===== src/rtl/idivn_pkg.sv =====
// Shared types and result constants for the idivn restoring divider.
package idivn_pkg;

  typedef enum logic [1:0] {
    S_IDLE = 2'd0,
    S_ITER = 2'd1,
    S_FIX  = 2'd2
  } state_t;

  // Fill bits for quot/rem when the quotient is unrepresentable or divisor is zero.
  localparam logic OVF_QUOT_BIT = 1'b1;
  localparam logic OVF_REM_BIT  = 1'b0;

endpackage


===== src/rtl/idivn_step.sv =====
// One restoring-division step: shift in a dividend bit, trial subtract, emit a quotient bit.
module idivn_step #(
  parameter int WIDTH = 8
) (
  input  logic [WIDTH-1:0] i_part,
  input  logic             i_bit,
  input  logic [WIDTH-1:0] i_div,
  output logic [WIDTH-1:0] o_part,
  output logic             o_qbit
);

  logic [WIDTH:0]   w_shift;
  logic [WIDTH-1:0] w_sub;

  assign w_shift = {i_part, i_bit};
  // Low bits suffice: whenever the subtract is taken the difference is below i_div.
  assign w_sub   = w_shift[WIDTH-1:0] - i_div;
  assign o_qbit  = (w_shift >= {1'b0, i_div});
  assign o_part  = o_qbit ? w_sub : w_shift[WIDTH-1:0];

endmodule


===== src/rtl/idivn.sv =====
// Sequential 2W/W restoring divider, one quotient bit per cycle.
// Signed operation is compiled in only when IDIVN_SIGNED_EN is defined.
module idivn
  import idivn_pkg::*;
#(
  parameter int WIDTH = 8
) (
  input  logic                 clk,
  input  logic                 rst,
  input  logic                 go,
  input  logic                 sgn,
  input  logic [2*WIDTH-1:0]   dividend,
  input  logic [WIDTH-1:0]     divisor,
  output logic                 busy,
  output logic                 done,
  output logic [WIDTH-1:0]     quot,
  output logic [WIDTH-1:0]     rem,
  output logic                 overflow,
  output logic                 div0,
  output logic [1:0]           o_dbg_state
);

  localparam int CW = $clog2(WIDTH + 1);

  state_t           r_state, w_state_nxt;
  logic [CW-1:0]    r_cnt;
  logic [WIDTH-1:0] r_div, r_lo, r_part, r_q, r_quot, r_rem;
  logic             r_ovf_hi, r_div0, r_ovf, r_dz, r_done;

  logic [2*WIDTH-1:0] w_mag_dvd;
  logic [WIDTH-1:0]   w_mag_dvs;
  logic [WIDTH-1:0]   w_step_part, w_fix_quot, w_fix_rem;
  logic               w_step_q, w_fix_ovf;

`ifdef IDIVN_SIGNED_EN
  logic r_sgn, r_neg_q, r_neg_r;
  logic w_dvd_neg, w_dvs_neg, w_sgn_ovf;

  assign w_dvd_neg = sgn & dividend[2*WIDTH-1];
  assign w_dvs_neg = sgn & divisor[WIDTH-1];
  assign w_mag_dvd = w_dvd_neg ? -dividend : dividend;
  assign w_mag_dvs = w_dvs_neg ? -divisor : divisor;

  // A negative result may reach -2^(W-1); a positive one stops at 2^(W-1)-1.
  assign w_sgn_ovf  = r_sgn & r_q[WIDTH-1] & (~r_neg_q | (|r_q[WIDTH-2:0]));
  assign w_fix_ovf  = r_ovf_hi | r_div0 | w_sgn_ovf;
  assign w_fix_quot = r_neg_q ? -r_q : r_q;
  assign w_fix_rem  = r_neg_r ? -r_part : r_part;

  always_ff @(posedge clk) begin
    if (rst) begin
      r_sgn   <= 1'b0;
      r_neg_q <= 1'b0;
      r_neg_r <= 1'b0;
    end else if (r_state == S_IDLE && go) begin
      r_sgn   <= sgn;
      r_neg_q <= w_dvd_neg ^ w_dvs_neg;
      r_neg_r <= w_dvd_neg;
    end
  end
`else
  logic w_unused_sgn;

  assign w_unused_sgn = sgn;
  assign w_mag_dvd    = dividend;
  assign w_mag_dvs    = divisor;
  assign w_fix_ovf    = r_ovf_hi | r_div0;
  assign w_fix_quot   = r_q;
  assign w_fix_rem    = r_part;
`endif

  idivn_step #(.WIDTH(WIDTH)) u_step (
    .i_part (r_part),
    .i_bit  (r_lo[WIDTH-1]),
    .i_div  (r_div),
    .o_part (w_step_part),
    .o_qbit (w_step_q)
  );

  always_comb begin
    w_state_nxt = r_state;
    unique case (r_state)
      S_IDLE:  if (go) w_state_nxt = S_ITER;
      S_ITER:  if (r_cnt == CW'(WIDTH)) w_state_nxt = S_FIX;
      S_FIX:   w_state_nxt = S_IDLE;
      default: w_state_nxt = S_IDLE;
    endcase
  end

  always_ff @(posedge clk) begin
    if (rst) r_state <= S_IDLE;
    else     r_state <= w_state_nxt;
  end

  // ITER cycle 0 performs the high-half range check; cycles 1..WIDTH each retire one quotient bit.
  always_ff @(posedge clk) begin
    if (rst) begin
      r_cnt    <= '0;
      r_div    <= '0;
      r_lo     <= '0;
      r_part   <= '0;
      r_q      <= '0;
      r_ovf_hi <= 1'b0;
      r_div0   <= 1'b0;
      r_quot   <= '0;
      r_rem    <= '0;
      r_ovf    <= 1'b0;
      r_dz     <= 1'b0;
      r_done   <= 1'b0;
    end else begin
      r_done <= 1'b0;
      case (r_state)
        S_IDLE: begin
          if (go) begin
            r_part <= w_mag_dvd[2*WIDTH-1:WIDTH];
            r_lo   <= w_mag_dvd[WIDTH-1:0];
            r_div  <= w_mag_dvs;
            r_div0 <= (divisor == '0);
            r_cnt  <= '0;
            r_q    <= '0;
          end
        end
        S_ITER: begin
          r_cnt <= r_cnt + CW'(1);
          if (r_cnt == '0) begin
            r_ovf_hi <= (r_part >= r_div);
          end else begin
            r_part <= w_step_part;
            r_lo   <= {r_lo[WIDTH-2:0], 1'b0};
            r_q    <= {r_q[WIDTH-2:0], w_step_q};
          end
        end
        S_FIX: begin
          r_done <= 1'b1;
          r_ovf  <= w_fix_ovf;
          r_dz   <= r_div0;
          r_quot <= w_fix_ovf ? {WIDTH{OVF_QUOT_BIT}} : w_fix_quot;
          r_rem  <= w_fix_ovf ? {WIDTH{OVF_REM_BIT}}  : w_fix_rem;
        end
        default: ;
      endcase
    end
  end

  assign busy        = (r_state != S_IDLE);
  assign done        = r_done;
  assign quot        = r_quot;
  assign rem         = r_rem;
  assign overflow    = r_ovf;
  assign div0        = r_dz;
  assign o_dbg_state = r_state;

endmodule


===== config.mk =====
export PLATFORM = sky130hd
export DESIGN_NAME = idivn
export DESIGN_NICKNAME = d
export VERILOG_FILES = /design/src/rtl/idivn_pkg.sv /design/src/rtl/idivn_step.sv /design/src/rtl/idivn.sv
export SDC_FILE = /design/constraint.sdc
export NUM_CORES = 1
export LEC_CHECK = 0
export ABC_AREA = 1
export BUFFER_PORTS_ARGS = -buffer_cell sky130_fd_sc_hd__buf_2
export CAP_MARGIN = 40
export CORE_UTILIZATION = 46
export DETAILED_ROUTE_END_ITERATION = 16
export HOLD_SLACK_MARGIN = 0.1
export PLACE_DENSITY_LB_ADDON = 0.15
export SLEW_MARGIN = 20
export SYNTH_ARGS = -nofsm -noshare
export SYNTH_HDL_FRONTEND = slang
export SYNTH_SLANG_ARGS = --single-unit

===== constraint.sdc =====
create_clock -name clk -period 5.2 [get_ports clk]
set_input_delay 0.26 -clock clk [delete_from_list [all_inputs] [get_ports clk]]
set_output_delay 0.26 -clock clk [all_outputs]
set_load 0.02 [all_outputs]

After elaboration in Yosys (flattened, before gate mapping)
Cells that the tools add are included.

Flip-flop bits (word level): 59. Output and inout bits: 22. Logic and storage cells: 52.

$add $sub $neg: 2. Order comparisons: 2. Equal/unequal tests: 6. Muxes and demuxes: 18. Bitwise gates (word level): 1. Reduce and logical (&&, ||, !) cells: 10.

Operator list (number): 8-bit 2-to-1 mux (9); 8-bit one-hot mux with 2 select lines (3); 9-bit by 8-bit >= comparator with 1-bit output (1); 8-bit >= comparator (1); 8-bit logical NOT (1); 4-bit one-hot mux with 2 select lines (1); 2-bit AND reduction (4); 8-bit subtractor (1); 2-bit inequality test, second input constant (3); 4-bit by 1-bit adder with 4-bit output, second input constant (1); 4-bit == test, second input constant (1); 4-bit logical NOT (1); 2-bit 2-to-1 mux (2); 4-bit 2-to-1 mux (1); 2-bit one-hot mux with 2 select lines (1); 2-bit nonzero test (2); 3-bit AND reduction (1); 2-bit by 1-bit == test with 1-bit output, second input constant (1); 2-bit == test, second input constant (1); 2-bit logical NOT (1); 1-bit 2-to-1 mux (1); 1-bit bitwise OR (1).

Depth between registers and ports, before layout
Gate-level depths: netlist of the first run.

Word-level depth: 4. Gate-level depth with buffers: 14.

By module
A second synthesis of the first run with hierarchy kept.

Cells, all modules: 473. Area total of the unflattened synthesis: 3404.5 um^2.

Modules (own cells, without submodules): idivn (times used 1, cells each 364, area each 2750.1 um^2); idivn_step (times used 1, cells each 109, area each 654.4 um^2).

Worst setup path before layout of the first run
Ideal clock, no wire load.

Path type: flip-flop to flip-flop. Start point: reg r_div[4]. End point: reg r_part[7]. Arrival: 1.494 ns. Data required time: 5.081 ns. Slack: 3.586 ns. Cell stages (with the launch flop): 13. Path buffers: 0. Period minus slack after synthesis: 1.614 ns. Cell sequence: dfxtp_1 -> inv_1 -> ha_1 -> nand2_1 -> inv_1 -> nand2_1 -> nand2_1 -> nand2_1 -> nand4_1 -> nand2_1 -> nand2_1 -> nand2_1 -> a21oi_1.

Longest elaborated chain between the ends: 4. Elaborated cells on any way between the ends: 5. Classes of those cells: 1 x add/sub; 1 x order compare; 3 x mux.

RTL lines: start, declared (RTL line idivn.sv:27) `logic [WIDTH-1:0] r_div, r_lo, r_part, r_q, r_quot, r_rem;`; start signal, assigned (RTL line idivn.sv:117) `r_div <= w_mag_dvs;`; 8-bit subtractor / 9-bit by 8-bit >= comparator with 1-bit output (equally long branches) (RTL line idivn_step.sv:17, idivn_step.sv:18); 8-bit 2-to-1 mux (*) (RTL line idivn_step.sv:19) `assign o_part = o_qbit ? w_sub : w_shift[WIDTH-1:0];`; 8-bit 2-to-1 mux (*) (RTL line idivn.sv:125) `if (r_cnt == '0) begin`; 8-bit one-hot mux with 2 select lines (*) (RTL line idivn.sv:112) `case (r_state)`; end signal, assigned (RTL line idivn.sv:115) `r_part <= w_mag_dvd[2*WIDTH-1:WIDTH];`; end signal, assigned (RTL line idivn.sv:128) `r_part <= w_step_part;`; end, declared (RTL line idivn.sv:27).

Every way passes the cells marked *; elsewhere a longest branch is shown, timed or not. The select of a mux whose other input is x is not followed. A chain may end at the register's enable or synchronous reset.

Worst setup path in the final report of the first run
Start point: reg r_state[1], in the netlist o_dbg_state[1]. End point: reg r_rem[1], in the netlist rem[1].

Longest elaborated chain between the ends: 1.

RTL lines: start, declared (RTL line idivn.sv:25) `state_t r_state, w_state_nxt;`; start signal, assigned (RTL line idivn.sv:92) `else r_state <= w_state_nxt;`; 2-bit == test (RTL line idivn.sv:112); end signal, assigned (RTL line idivn.sv:138) `r_rem <= w_fix_ovf ? {WIDTH{OVF_REM_BIT}} : w_fix_rem;`; end, declared (RTL line idivn.sv:27).

Every way passes these cells.

==> qor.yml, run 1 <==
routing:
  drtIter0Drc: 162
  first_pass_iters: 10
  vias: 2836
  drcViolationCount: 2
  ant_nets: 0
  wl_per_cell_um: 13.37
  routed_wl_um: 7206
  via_per_inst: 5.262
die:
  chipWidth_um: 82.85
  num_rows: 29
  start_util_pct: 47.62
  ios: 50
  floorplan.core_area_um2: 6314
  die_height_um: 82.85
  dieArea_um2: 6863
pwr:
  p_comb_share_pct: 25.4
  swShare_pct: 33.35
  powerDensity_nw_per_um2: 356.9
  p_sw_w: 0.0004144
  clock_power_share_pct: 33.4
  p_total_w: 0.001243
  p_leak_nw: 1.584
  power_frac_seq_pct: 41.2
  max-vdd-ir-drop_mv: 0.2332
  cellInternalPower_w: 0.0008282
setup_path:
  worstPathArrival_ps: 2500
  rr_endpoint: "rem[1]"
  cp_slowest_stage_delay_ps: 660
  worstPathRequired_ps: 5460
  r2r-start: "o_dbg_state[1]"
  r2r_slack_ps: 2970
  worst-path-max-fanout: 16
  cpMaxStageDelayCell: "dfxtp_1"
  path_buf_inv: 1
  cp-end-kind: "register"
  cp.depth: 5
  start_kind: "register"
  cp_top_family: "simple AND/OR/NAND/NOR gates"
  crit_type: "register to register"
  r2r_cells: 5
  endpoint: "rem[1]"
  crit_chain: "nand2_1 > nor3_1 > buf_4 > nand2_1 > a21oi_1"
  startpoint: "o_dbg_state[1]"
  crit_top_cell: "nand2_1"
global_route:
  grt_pass1_vias: 2616
  track_usage_pct: 22.25
  grt_overflow_total: 0
  grt_pass1_wl_um: 12410
  grt_antenna_before_repair: 0
  grt_max_degree: 29
clock_network:
  postCtsSetupBuffers: 0
  clock_sinks: 59
  htreeDepth: 3
  hold_buffers: 0
  cts_tree: "done"
  clk_latency_ps: 330
  cts.repair.resized: 0
  clockBufferDepth: 2
  cts_buffers: 9
  clk_pin_slew_ps: 70
  ctsRootBufferMaster: "clkbuf_8"
cells_and_area:
  final_common_cell: "nand2_1"
  final_cell_mix: "nand2_1, dfxtp_1, a21oi_1, buf_2, inv_1"
  fin_cells: 539
  drive_gt1_share_pct: 16.67
  areaGrowthSynthToFinish_pct: 15.81
  antennaDiodeCount: 0
  final_nets: 505
timing:
  hold_slack_ps: 179.9
  max_slew_margin_pct: 55.68
  worst_slack_ps: 2968
  setup_viol: 0
  max_freq_mhz: 447.9
  setup_tns_ps: 0
  hold_viol: 0
  worstMarginPinSlew_ps: 663.3
  rsz0062_at_grt: "no"
  finalMaxSlewViolations: 0
  post-route-min-period_ps: 2232
  timing.final.crit_share_pct: 42.93
  worst_clock_skew_ps: 3.401
synth:
  syn_area_per_cell_um2: 7.227
  ys_warn_count: 0
  synth.cell_area_um2: 3007
  synthCells: 416
  synth-seq-area-share_pct: 39.28
  post_synth_num_cell_types: 32
  synth_fp_nets: 463
  ys_ff_latch: 59
status:
  violations: "DRC"
  status: "finished, violations left"
placement:
  port_buffers: 48
  hpwl_um: 5104
  pre_cts_ws_ps: 2959
  routabilityCongestion: 0.8869
  place_inst: 524
min_path:
  hp-start: "dividend[4]"
  hold_class: "input port to register"
flow_run:
  maxCapViolCount: 0
[registers in the layout (all words and copies together) (netlist names)]
register	cells
o_dbg_state	2
done	1
rem	8
r_cnt	4
quot	8
r_part	8
div0	1
overflow	1
r_lo	8
r_div	8
r_ovf_hi	1
r_q	8
r_div0	1
[routing by layer]
layer  part of all wire (%)  routed length (um)  track usage (%)  vias to the layer above
li1                       -                   -                -                     1478
met1                     51                3685            30.62                     1279
met2                     43                3078            34.58                       66
met3                    4.5                 323            4.771                       13
met4                    1.7                 119            7.680                        0
met5                      0                   0                0                        -
[how the worst min path moves through the flow]
stage / depth (start not counted) / slack, ps / to
after global placement: 2 / 440 / div0
after detailed placement: 2 / 450 / rem[7]
after floorplan: 2 / 420 / r_lo[6]
after CTS: 3 / 170 / r_lo[2]
after global routing: 3 / 190 / r_lo[2]
final: 3 / 180 / r_lo[4]
[metrics by stage]
stage	util (%)	cell area (um^2)
finish	55.15	3482
global route	55.15	3482
CTS	55.15	3482
detailed placement	52.12	3291
global placement	51.68	3263
floorplan	-	3007
[kinds of logic after synthesis]
group,synth area share [%]
compound gates,18.02
xor+xnor,0.8741
fa+ha+maj,8.157
buf+inv,9.155
flops,39.28
simple gates,24.51
[power groups by stage]
stage / clock network, W / registers [W] / logic [W]
2_1_floorplan: 0 / 0.000510 / 0.000249
3_3_place_gp: 0 / 0.000521 / 0.000307
3_5_place_dp: 0 / 0.000521 / 0.000313
4_1_cts: 0.000424 / 0.000511 / 0.000316
5_1_grt: 0.000442 / 0.000516 / 0.000363
6_report: 0.000415 / 0.000512 / 0.000316
[synth_stat cells, drive strengths merged]
cell | instances | area share, %
a211oi | 5 | 1.2
a21oi | 56 | 9.3
a22oi | 2 | 0.50
a31oi | 7 | 1.5
a32o | 1 | 0.33
and2 | 1 | 0.21
buf | 7 | 1.5
clkbuf | 13 | 1.7
clkinv | 1 | 0.12
dfxtp | 59 | 39
fa | 1 | 0.67
ha | 18 | 7.5
inv | 47 | 5.9
nand2 | 85 | 11
nand3 | 34 | 5.8
nand4 | 6 | 1.2
nor2 | 25 | 3.6
nor3 | 7 | 1.2
nor4 | 7 | 1.5
o21a | 2 | 0.50
o21ai | 28 | 4.7
or2 | 1 | 0.21
xnor2 | 1 | 0.29
xor2 | 2 | 0.58
[worst reg2reg max path: cells and delay by family (launching register included)]
kind            cells  cell delay (ps)
simple gates        3             1120
compound gates      1              120
flops               1              660
buf+inv             1              260
[area by class of cell]
| class | count | area, um^2 |
|---|---|---|
| clock buffer | 10 | 137.6 |
| inverter | 48 | 180.2 |
| tap | 77 | 96.34 |
| clock inverter | 5 | 53.80 |
| sequential | 59 | 1181 |
| multi-input combinational | 289 | 1550 |
| fill | 636 | 2831 |
| timing repair buffer | 51 | 282.8 |
Power figures use the tool's default switching activity.
==> run 2: changes to the inputs <==
ABC_AREA = 0   (was 1)
clock period = 2 ns   (was 5.2 ns; I/O delays follow)
==> qor.yml, run 2 <==
status:
  status: "finished, violations left"
  violations: "DRC"
pwr:
  max-vdd-ir-drop_mv: 0.7746  # +230%
  p_leak_nw: 1.745  # +10%
  powerDensity_nw_per_um2: 829.0  # +130%
  p_total_w: 0.003413  # +170%
timing:
  max_freq_mhz: 518.1  # +16%
  setup_tns_ps: 0  # unchanged
  worstMarginPinSlew_ps: 783.7  # +120.5 ps
  post-route-min-period_ps: 1930  # -302.5 ps
  finalMaxSlewViolations: 0  # unchanged
  worst_clock_skew_ps: 6.310  # +2.909 ps
  hold_viol: 0  # unchanged
  max_slew_margin_pct: 47.64  # -8.0 points
  timing.final.crit_share_pct: 96.50  # +54 points
  hold_slack_ps: 175.7  # -4.205 ps
  setup_viol: 0  # unchanged
die:
  ios: 50  # unchanged
  die_height_um: 84.13  # +1.6%
  start_util_pct: 48.31  # +0.69 points
  chipWidth_um: 84.13  # +1.6%
  num_rows: 29  # unchanged
  dieArea_um2: 7078  # +3.1%
  floorplan.core_area_um2: 6422  # +1.7%
clock_network:
  clock_sinks: 59  # unchanged
  ctsRootBufferMaster: "clkbuf_8"
  cts_tree: "done"
  htreeDepth: 3  # unchanged
  cts_buffers: 9  # unchanged
  clk_pin_slew_ps: 70  # about the same
  clockBufferDepth: 2  # unchanged
  clk_latency_ps: 340  # about the same
setup_path:
  worstPathRequired_ps: 2240  # -3220 ps
  worst-path-max-fanout: 4  # -12
  cp-end-kind: "register"
  r2r_cells: 7  # +2
  worstPathArrival_ps: 2170  # -330 ps
  crit_type: "register to register"
  start_kind: "register"
routing:
  via_per_inst: 5.513  # +4.8%
  vias: 3087  # +8.9%
  drtIter0Drc: 229  # +41%
  drcViolationCount: 8  # +6
  first_pass_iters: 10  # unchanged
  wl_per_cell_um: 15.13  # +13%
  ant_nets: 0  # unchanged
  routed_wl_um: 8473  # +18%
synth:
  synth_most_common_cell: "dfxtp_1"
  synth.cell_area_um2: 3103  # +3.2%
  synth-seq-area-share_pct: 38.06  # -1.2 points
  synth_ff_type: "dfxtp_1"
  yosysTopAreaCell: "dfxtp_1"
  async_reset_ff_share_pct: 0  # unchanged
  ys_warn_count: 0  # unchanged
  synthCells: 387  # -7.0%
  netlist_top_cells_count: "dfxtp_1, nand2_1, nor2_1"
  synth_top_area_share_pct: 38.06  # -1.2 points
  synth_fp_nets: 434  # -6.3%
  post_synth_num_cell_types: 53  # +66%
  synthTopCellsByArea: "dfxtp_1, ha_1, nand2_1, nor2_1, a21oi_1"
  synth_edf_count: 0  # unchanged
  syn_area_per_cell_um2: 8.018  # +11%
  ys_ff_latch: 59  # unchanged
global_route:
  grt_max_degree: 26  # -10%
  grt_pass1_wl_um: 14020  # +13%
  track_usage_pct: 25.35  # +3.1 points
  grt_pass1_vias: 2958  # +13%
  grt_antenna_before_repair: 0  # unchanged
  grt_overflow_total: 0  # unchanged
cells_and_area:
  final_cell_mix: "nand2_1, dfxtp_1, nor2_1, buf_2"
  drive_gt1_share_pct: 28.16  # +11 points
  antennaDiodeCount: 0  # unchanged
  areaGrowthSynthToFinish_pct: 32.66
  utilization_pct: 64.10  # +8.9 points
  final_nets: 525  # +4.0%
placement:
  port_buffers: 48  # unchanged
  routabilityCongestion: 0.9101  # +2.6%
  hpwl_um: 5881  # +15%
flow_run:
  maxCapViolCount: 0  # unchanged
min_path:
  hold_class: "input port to register"
  whs_path_depth: 4  # +1
## run 2: cell types whose count changed after synthesis, sizes merged, moves of 14 or more
cell   before  now
nor2       25   51
a21oi      56   36
nand3      34   13
nand2      85   54
o21ai      28   11
nor3        7   21
inv        47   16
## run 2: final timing paths
kind | startpoint | endpoint | slack, ps
setup reg to reg | r_div[3] | r_part[0] | 70
hold reg to reg | div0 | div0 | 450
setup / recovery | r_div[3] | r_part[0] | 70
hold / removal | go | r_cnt[0] | 180
## run 2: timing repair
item	4_1_cts	5_1_grt
hold buffers	18	0
pin swaps	3	5
endpoints found under the hold margin	19	0
cloned	0	0
setup buffers	0	1
gates resized for setup	4	25
endpoints found under the setup margin	4	24
## run 2: cells by family after synthesis
kind of cell | Yosys count | share of synthesized area, %
AO/OA/AOI/OAI | 98 | 21.69
XOR/XNOR | 3 | 0.8469
adder cells (fa/ha/maj) | 19 | 7.903
buffers and inverters | 37 | 5.161
flip-flops | 59 | 38.06
multiplexers | 1 | 0.3226
AND/OR/NAND/NOR | 170 | 26.01
## run 2: per-stage QoR
stage | area, um^2 | std cells | setup slack, ps
floorplan | 3103 | 387 | 92.21
global placement | 3597 | 525 | 12.84
detailed placement | 3597 | 525 | -47.51
CTS | 3995 | 559 | 10.16
global route | 4116 | 560 | -7.401
finish | 4116 | 560 | 69.97
## run 2: final cells by class
type / count / area [um^2]
fill: 581 / 2306
clock inverter: 7 / 68.82
inverter: 16 / 60.06
timing repair buffer: 101 / 686.9
multi-input combinational: 291 / 1892
sequential: 59 / 1189
tap: 77 / 96.34
clock buffer: 9 / 123.9
## run 2: critical path: stages (launching register included)
cell and delay [ps]:
dfxtp_1 340, inv_2 70, ha_4 250, and3_4 170, and3_4 190, o31ai_4 330, nand2_1 180, a211o_1 280
## run 2: routing by layer
metal | GRT usage, % | vias up | wire length, um
met5 | 0 | - | 0
li1 | - | 1554 | -
met3 | 5.113 | 14 | 421
met2 | 41.36 | 72 | 3962
met4 | 9.248 | 0 | 140
met1 | 33.33 | 1447 | 3949
## run 2: power by group
| part | leakage (nW) | switching (W) | internal [W] |
|---|---|---|---|
| registers | 0.483 | 0.0000595 | 0.00124 |
| clock network | 0.0950 | 0.000492 | 0.000569 |
| logic | 1.17 | 0.000560 | 0.000497 |
| total | 1.74 | 0.00111 | 0.00230 |
==> run 3: changes to the inputs <==
--- a/config.mk
+++ b/config.mk
@@ -9,4 +9,5 @@
 export BUFFER_PORTS_ARGS = -buffer_cell sky130_fd_sc_hd__buf_2
 export CAP_MARGIN = 40
+export CORE_MARGIN = 3
 export CORE_UTILIZATION = 46
 export DETAILED_ROUTE_END_ITERATION = 16
==> constraint.sdc (replaced) <==
create_clock -name clk -period 2 [get_ports clk]
set_input_delay 0.3 -clock clk [delete_from_list [all_inputs] [get_ports clk]]
set_output_delay 0.3 -clock clk [all_outputs]
set_load 0.02 [all_outputs]
==> qor.yml, run 3 (same netlist as run 2, synthesis figures left out) <==
clock_network:
  clock_sinks: 59  # unchanged
  clk_latency_ps: 340  # about the same
  ctsRootBufferMaster: "clkbuf_8"
  cts_buffers: 9  # unchanged
  clockBufferDepth: 2  # unchanged
  cts_tree: "done"
  hold_buffers: 0  # -18
  htreeDepth: 3  # unchanged
  clk_pin_slew_ps: 70  # about the same
routing:
  via_per_inst: 5.561  # +0.88%
  drcViolationCount: 0  # -8
  routed_wl_um: 8371  # -1.2%
  ant_nets: 0  # unchanged
  drtIter0Drc: 178  # -22%
  vias: 3064  # -0.75%
  first_pass_iters: 4  # -6
  wl_per_cell_um: 15.19  # +0.41%
die:
  chipWidth_um: 88.13  # +4.8%
  die_height_um: 88.13  # +4.8%
  start_util_pct: 48.04  # -0.27 points
  dieArea_um2: 7767  # +9.7%
  num_rows: 29  # unchanged
  ios: 50  # unchanged
  floorplan.core_area_um2: 6459  # +0.56%
timing:
  worst_clock_skew_ps: 8.343  # +2.033 ps
  worstMarginPinSlew_ps: 576.6  # -207.1 ps
  finalMaxSlewViolations: 0  # unchanged
  hold_viol: 0  # unchanged
  timing.final.crit_share_pct: 97.07  # +0.57 points
  max_slew_margin_pct: 61.35  # +14 points
  max_freq_mhz: 515.1  # -0.58%
  setup_tns_ps: 0  # unchanged
  post-route-min-period_ps: 1941  # +11.33 ps
  rsz0062_at_grt: "no"
  worst_slack_ps: 58.64  # -11.33 ps
  setup_viol: 0  # unchanged
  hold_slack_ps: 208.3  # +32.61 ps
pwr:
  p_leak_nw: 1.740  # -0.29%
  powerDensity_nw_per_um2: 902.4  # +8.8%
  max-vdd-ir-drop_mv: 0.8108  # +4.7%
placement:
  port_buffers: 48  # unchanged
  hpwl_um: 5987  # +1.8%
  routabilityCongestion: 0.8759  # -3.8%
  place_inst: 530  # +0.95%
  placed_area_um2: 3635  # +1.0%
  pre_cts_ws_ps: -65.34  # -17.84 ps
cells_and_area:
  final_nets: 516  # -1.7%
  final-seq-area_um2: 1184  # -0.42%
  stdcell_area_um2: 4078  # -0.94%
  fillCellCount: 588  # +1.2%
  final_cell_mix: "dfxtp_1, nor2_1, nand2_1, buf_2, buf_4"
  final_common_cell: "dfxtp_1"
  antennaDiodeCount: 0  # unchanged
  multi_input_area_um2: 1937  # +2.4%
  fin_cells: 551  # -1.6%
  areaGrowthSynthToFinish_pct: 31.41
  drive_gt1_share_pct: 30.38  # +2.2 points
global_route:
  grt_pass1_vias: 2864  # -3.2%
  grt_pass1_wl_um: 13210  # -5.8%
  track_usage_pct: 21.92  # -3.4 points
  grt_overflow_total: 0  # unchanged
  grt_antenna_before_repair: 0  # unchanged
  grt_max_degree: 22  # -15%
flow_run:
  maxCapViolCount: 0  # unchanged
setup_path:
  worst-path-max-fanout: 3  # -1
  worstPathRequired_ps: 2260  # +20 ps
  start_kind: "register"
  crit_type: "register to register"
  worstPathArrival_ps: 2200  # +30 ps
  cp-end-kind: "register"
min_path:
  hold_class: "input port to register"
status:
  status: "complete, no violations"
==> run 3: changes by cell type in the layout (fill, tap and decap cells not counted), sizes merged <==
cell / before / now
dlygate4sd3: 18 / 0
clkbuf: 9 / 10
bufinv: 1 / 2
buf: 83 / 92
clkinv: 4 / 2
==> run 3: critical path: stages (launching register included) <==
cell and delay (ps):
dfxtp_2 360, inv_1 50, ha_1 200, fa_2 360, nand2b_4 160, a21oi_4 150, mux2i_1 240, o22ai_2 110
a211oi_2 220
==> run 3: final cells by class <==
cell class | instances | share of cell area, %
repair buffers | 92 | 14.08
multi-input cells | 291 | 47.50
clock inverters | 6 | 2.179
flip-flops and latches | 59 | 29.03
clock buffers | 10 | 3.375
well taps | 77 | 2.363
inverters | 16 | 1.473
==> run 3: metal layers <==
| layer | wire length [um] | track usage, % | share of wire, % |
|---|---|---|---|
| met1 | 3941 | 28.83 | 47 |
| met2 | 3819 | 34.45 | 46 |
| met3 | 453 | 4.327 | 5.4 |
| met4 | 157 | 10.58 | 1.9 |
| met5 | 0 | 0 | 0 |
==> run 3: what timing repair did <==
item / CTS / global route
endpoints found under the hold margin: 0 / 0
setup buffers: 0 / 5
pin swaps: 5 / 8
endpoints found under the setup margin: 4 / 15
resized for setup: 10 / 21
gates cloned: 0 / 0
==> run 3: worst paths after layout <==
check	cells past startpoint	start	end	slack, ps
setup reg to reg	8	r_lo[7]	r_part[6]	60
hold reg to reg	2	r_div[2]	r_div[2]	450
hold / removal	3	divisor[2]	r_div[2]	210
setup / recovery	8	r_lo[7]	r_part[6]	60
==> run 3: power breakdown <==
group	internal [W]	switching, W	total [W]
sequential	0.00123	0.0000571	0.00129
clock	0.000735	0.000506	0.00124
combinational	0.000539	0.000609	0.00115
total	0.00251	0.00117	0.00368
==> run 3: through the flow <==
step	total power (W)	utilization [%]
final	0.003680	63.13
after global routing	0.003843	63.13
after CTS	0.003556	60.75
after detailed placement	0.002276	56.28
after global placement	0.002257	56.28
after floorplan	0.001926	-
